## src/rtl/ad7606_seq.sv

```systemverilog
// AD7606 conversion sequencer: standby wake-up, ADC reset, periodic CONVST with BUSY
// handshake, then a 64-bit dual-line serial readout delivered as channel-pair strobes.
module ad7606_seq #(
    parameter int POWERUP_CYCLES = 2400,
    parameter int RESET_CYCLES   = 2,
    parameter int CONV_PULSE     = 2,
    parameter int SAMPLE_PERIOD  = 1200,
    parameter int BUSY_TIMEOUT   = 60,
    parameter int DATA_W         = 16
) (
    input  logic              clk,
    input  logic              n_reset,
    input  logic              power,
    input  logic              busy,
    input  logic              douta,
    input  logic              doutb,
    output logic              conv,
    output logic              n_cs,
    output logic              sclk,
    output logic              reset,
    output logic              stby,
    output logic [DATA_W-1:0] sample_a,
    output logic [DATA_W-1:0] sample_b,
    output logic [1:0]        sample_ch,
    output logic              sample_valid,
    output logic              frame_done,
    output logic              err_timeout,
    output logic              overrun,
    output logic [2:0]        dbg_state
);
    localparam int CNT_MAX = (POWERUP_CYCLES > RESET_CYCLES)
                           ? ((POWERUP_CYCLES > CONV_PULSE) ? POWERUP_CYCLES : CONV_PULSE)
                           : ((RESET_CYCLES > CONV_PULSE) ? RESET_CYCLES : CONV_PULSE);
    localparam int CNT_W  = $clog2(CNT_MAX + 1);
    localparam int TMR_W  = $clog2(SAMPLE_PERIOD);
    localparam int TO_W   = $clog2(BUSY_TIMEOUT + 1);
    // DATA_W is a power of two: the read counter is {channel, bit-in-word, sclk phase}.
    localparam int DW_LG  = $clog2(DATA_W);
    localparam int RB_W   = DW_LG + 3;

    typedef enum logic [2:0] {
        S_OFF, S_WAKE, S_RST, S_IDLE, S_CONV, S_BUSY, S_READ
    } state_t;

    state_t            r_state;
    state_t            w_next;
    logic [CNT_W-1:0]  r_cnt;
    logic [TMR_W-1:0]  r_tmr;
    logic [TO_W-1:0]   r_tcnt;
    logic [RB_W-1:0]   r_bit;
    logic [DATA_W-1:0] r_sh_a;
    logic [DATA_W-1:0] r_sh_b;
    logic              r_busy_s1;
    logic              r_busy_s2;
    logic              r_busy_seen;
    logic              w_active;
    logic              w_tick;
    logic              w_busy_fall;
    logic              w_timeout;
    logic              w_shift;
    logic              w_word_end;

    assign w_active    = (r_state == S_IDLE) || (r_state == S_CONV) ||
                         (r_state == S_BUSY) || (r_state == S_READ);
    assign w_tick      = w_active && (r_tmr == TMR_W'(SAMPLE_PERIOD - 1));
    assign w_busy_fall = (r_state == S_BUSY) && r_busy_seen && !r_busy_s2;
    assign w_timeout   = (r_state == S_BUSY) && !w_busy_fall &&
                         (r_tcnt == TO_W'(BUSY_TIMEOUT - 1));
    // Shift on the edge that takes sclk from 0 to 1 (even read cycles).
    assign w_shift     = (r_state == S_READ) && !r_bit[0];
    assign w_word_end  = w_shift && (&r_bit[DW_LG:1]);

    always_ff @(posedge clk or negedge n_reset) begin
        if (!n_reset) r_state <= S_OFF;
        else          r_state <= w_next;
    end

    always_comb begin
        w_next = r_state;
        if (!power) begin
            w_next = S_OFF;
        end else begin
            case (r_state)
                S_OFF:  w_next = S_WAKE;
                S_WAKE: if (r_cnt == CNT_W'(POWERUP_CYCLES - 1)) w_next = S_RST;
                S_RST:  if (r_cnt == CNT_W'(RESET_CYCLES - 1)) w_next = S_IDLE;
                S_IDLE: if (w_tick) w_next = S_CONV;
                S_CONV: if (r_cnt == CNT_W'(CONV_PULSE - 1)) w_next = S_BUSY;
                S_BUSY: begin
                    if (w_busy_fall)    w_next = S_READ;
                    else if (w_timeout) w_next = S_RST;
                end
                S_READ: if (r_bit == RB_W'(8 * DATA_W - 1)) w_next = S_IDLE;
                default: w_next = S_OFF;
            endcase
        end
    end

    always_ff @(posedge clk or negedge n_reset) begin
        if (!n_reset) begin
            r_cnt       <= '0;
            r_tmr       <= '0;
            r_tcnt      <= '0;
            r_bit       <= '0;
            r_sh_a      <= '0;
            r_sh_b      <= '0;
            r_busy_s1   <= 1'b0;
            r_busy_s2   <= 1'b0;
            r_busy_seen <= 1'b0;
        end else begin
            r_busy_s1 <= busy;
            r_busy_s2 <= r_busy_s1;
            if (w_next != r_state) r_cnt <= '0;
            else if ((r_state == S_WAKE) || (r_state == S_RST) || (r_state == S_CONV))
                r_cnt <= r_cnt + 1'b1;
            // Held at zero outside the running states, so it restarts from 0 on RST exit.
            if (!w_active || w_tick) r_tmr <= '0;
            else                     r_tmr <= r_tmr + 1'b1;
            if ((r_state == S_CONV) || (r_state == S_BUSY)) r_tcnt <= r_tcnt + 1'b1;
            else                                            r_tcnt <= '0;
            if (r_state != S_BUSY) r_busy_seen <= 1'b0;
            else if (r_busy_s2)    r_busy_seen <= 1'b1;
            r_bit <= (r_state == S_READ) ? r_bit + 1'b1 : '0;
            if (w_shift) begin
                r_sh_a <= {r_sh_a[DATA_W-2:0], douta};
                r_sh_b <= {r_sh_b[DATA_W-2:0], doutb};
            end
        end
    end

    always_ff @(posedge clk or negedge n_reset) begin
        if (!n_reset) begin
            sample_a     <= '0;
            sample_b     <= '0;
            sample_ch    <= '0;
            sample_valid <= 1'b0;
            frame_done   <= 1'b0;
            err_timeout  <= 1'b0;
            overrun      <= 1'b0;
        end else if (!power) begin
            sample_a     <= '0;
            sample_b     <= '0;
            sample_ch    <= '0;
            sample_valid <= 1'b0;
            frame_done   <= 1'b0;
            err_timeout  <= 1'b0;
            overrun      <= 1'b0;
        end else begin
            sample_valid <= 1'b0;
            frame_done   <= 1'b0;
            if (w_word_end) begin
                sample_a     <= {r_sh_a[DATA_W-2:0], douta};
                sample_b     <= {r_sh_b[DATA_W-2:0], doutb};
                sample_ch    <= r_bit[RB_W-1:DW_LG+1];
                sample_valid <= 1'b1;
                frame_done   <= (&r_bit[RB_W-1:DW_LG+1]);
            end
            if (w_timeout)                     err_timeout <= 1'b1;
            if (w_tick && (r_state != S_IDLE)) overrun     <= 1'b1;
        end
    end

    assign conv      = (r_state == S_CONV);
    assign n_cs      = (r_state != S_READ);
    assign sclk      = (r_state == S_READ) ? r_bit[0] : 1'b1;
    assign reset     = (r_state == S_RST);
    assign stby      = (r_state != S_OFF);
    assign dbg_state = r_state;
endmodule

```

## config.mk

```make
export PLATFORM = sky130hd
export DESIGN_NAME = ad7606_seq
export DESIGN_NICKNAME = d
export VERILOG_FILES = /design/src/rtl/ad7606_seq.sv
export SDC_FILE = /design/constraint.sdc
export NUM_CORES = 1
export LEC_CHECK = 0
export ABC_AREA = 1
export BUFFER_PORTS_ARGS = -buffer_cell sky130_fd_sc_hd__clkbuf_2
export CORE_ASPECT_RATIO = 0.9
export CORE_MARGIN = 1.5
export CORE_UTILIZATION = 40
export CTS_CLUSTER_SIZE = 25
export DETAILED_ROUTE_END_ITERATION = 8
export MAX_ROUTING_LAYER = met4
export SETUP_SLACK_MARGIN = 0.3
export SLEW_MARGIN = 40
export SYNTH_ARGS = -nofsm -noshare
export SYNTH_HDL_FRONTEND = slang
export SYNTH_SLANG_ARGS = --single-unit
```

## constraint.sdc

```tcl
create_clock -name clk -period 2.45 [get_ports clk]
set_input_delay 0.3675 -clock clk [delete_from_list [all_inputs] [get_ports clk]]
set_output_delay 0.3675 -clock clk [all_outputs]
set_load 0.01 [all_outputs]
```

==> run metrics <==
adder-cell area share of the yosys netlist=0.0126; Hold Path Cell Cnt=1; GR Layer Usage met2=0.258; main flop type after synthesis=dfrtp_1; Crit. End Element=primary output; net switching power=784 µW; vias in the first global route=3,620; final instance count without filler cells=760; cells after synthesis=543; Cell Area, Synth=4960 µm²; Int Pwr=2.58 mW; post-synthesis sequential area ratio=0.555; Clock Latency Late Sink=350 ps; Yosys top cell area share=0.555; Die Span Y=109 µm; CTS H-tree lvls=3; busiest grt layer=met2; CTS max path bufs=2; Placement Rows=38; first-pass GRT wire length=17,600 µm; Final period util=0.822; I/O Pins=52; Setup Viol. Count Final=0; Post-synth top cells=110 x dfrtp_1, 91 x nand2_1, 70 x inv_1, 50 x nand3_1, 49 x nor2_1; Fmax=497 MHz; # clock sinks=110; CTS clk-pin slew, worst paths=80 ps; Worst R2R End=r_cnt[0]; main area contributors after synthesis=dfrtp_1 55%, nand2_1 6.9%, inv_1 5.3%, o21ai_2 5.1%, nand3_1 5.0%; Synth area leader=dfrtp_1; worst-margin pin slew=531 ps; final hold vios=0; n_diodes=0; CP Launch Type=flop; RSZ-0062 raised after global routing=false; LEAKAGE=2.71 nW; Hold Startpoint=busy; Pwr Density=591 nW/µm²; Synth Area in Compound Gates=0.117; skew final=8.62 ps; Core ar.=12,100 µm²; syn nets=554; Die X=120 µm; Reg2Reg Depth=13; IR drop worst, VDD=322 µV; final core utilization=0.472; register bit count reported by yosys=110; power share of the clock group=0.419; syn_area_per_cell=9.14 µm²; pin count of the biggest net entering global routing=41; Total Nets Final=607; GPL Wtd Cong=0.823; simple-gate area share of the yosys netlist=0.212; Tmin final=2010 ps; share of layout cells above drive strength 1=0.222; Sw Ratio=0.233; fillers=1,175; die area=13,100 µm²; clock root buffer=clkbuf_16; Worst Path Max Fanout=27; Area growth syn-to-layout=14.9%; Crit path arrival time=1650 ps; Post-route DRC=0; total CTS buffers=9; multiplexer area fraction after synthesis=0.00202; routed len/inst=13.3 µm; DP Wirelength=6860 µm; Gate power share=0.037; Yosys cell types=35; starting density of the core=0.411; final WL=10,100 µm; r2r startpoint=r_tmr[0]; sequential share of power=0.544; asr flop ratio synth=1.00; grt met3 use=0.0392; Rel. slew slack=0.646; worst hold path type=input port to flop; gr ovfl total=0; largest family of logic cells by synthesized area=simple AND/OR/NAND/NOR gates; initial antenna violation count=0; dpl cells=742; IO Port Bufs=51; Vias/cell=4.86; CTS tree=done; DRT iter0 DRCs=193; total track usage=0.176; TritonRoute pass-1 iters=4; count leader, synth=dfrtp_1; final-report max-slew violation count=0; R2R Setup Slk=530 ps; post-synthesis xor/xnor area fraction=0.0212; met1 GRT Util=0.243; ANT nets after route=0; warnings from Yosys=0; Sum Neg Setup Slack=0 ps; DR vias=3,694; run status=completed; EDFF count, synth=0; hold endpoint=r_busy_s1; max-cap violations=0; critical path class=flop to primary output; Critical Path RT=2080 ps
[cell type report]
type                            count  area (µm²)  share of cell area
Clock inverter                      5        41.3             0.00724
Inverter                           74         283              0.0496
Multi-Input combinational cell    338        1820               0.319
Clock buffer                       10         239              0.0419
Tap cell                          160         200              0.0351
Sequential cell                   110        2760               0.484
Timing Repair Buffer               63         363              0.0637
[repair_timing]
action                     CTS  global route
setup buffers                1             1
pin swaps                    1             0
hold buffers                 1             0
hold endpoints to repair    31             0
gates resized for setup      4             4
setup endpoints to repair    1            13
[cell families after synthesis]
| logic type | count (synthesis) |
|---|---|
| mux | 1 |
| xor+xnor | 12 |
| buf+inv | 95 |
| fa+ha+maj | 5 |
| simple gates | 228 |
| flops | 110 |
| compound gates | 92 |
[power by group through the flow]
stage	Sequential, mW	Clock [mW]	Combinational, mW
CTS	1.83	1.45	0.123
finish	1.83	1.41	0.124
detailed placement	1.87	0	0.121
global placement	1.87	0	0.119
floorplan	1.87	0	0.0604
global route	1.83	1.54	0.144
[stage by stage]
step	area [µm²]	worst slack (ps)	total power, mW	hold slack, ps
2_1_floorplan	4960	731	1.93	71.9
3_3_place_gp	5370	434	1.99	345
3_5_place_dp	5370	447	1.99	336
4_1_cts	5680	347	3.41	120
5_1_grt	5700	308	3.51	127
6_report	5700	437	3.37	129
[flip-flops by register name, summed over array words and instances (netlist names), 2 cells and up]
signal and flops:
sample_b 16, r_sh_a 15, r_tmr 11, r_sh_b 15, r_cnt 12, sample_ch 2
sample_a 16, r_bit 7, dbg_state 3, r_tcnt 6
[metal layers]
layer | part of all wire | vias up
li1 | - | 1843
met1 | 0.50 | 1771
met2 | 0.45 | 68
met3 | 0.039 | 12
met4 | 0.013 | 0
met5 | 0 | -
[worst max-delay path, stage by stage, from the launching register on]
cell      delay [ps]
dfrtp_2          430
inv_2            100
nand2_4           70
nor2_4           140
inv_4             80
nor2_8           120
buf_12           170
inv_1             50
clkbuf_2         130
[placed cells by master (no fill, tap or decap), drive strengths merged, types with 10 or more instances in the layout]
cell type / count
dfrtp: 110
nand2: 94
inv: 77
o21ai: 69
nor2: 62
clkbuf: 60
nand3: 51
a21oi: 18
buf: 12
nor3: 11
xor2: 10
[worst max-delay path by stage]
stage / start / to / slack (ps)
2_1_floorplan: dbg_state[0] / sclk / 730
6_report: dbg_state[0] / sclk / 440
3_5_place_dp: r_bit[0] / r_cnt[0] / 450
5_1_grt: r_tcnt[0] / r_cnt[0] / 310
4_1_cts: dbg_state[0] / sclk / 350
3_3_place_gp: dbg_state[0] / sample_ch[0] / 430
Power figures use the tool's default switching activity.
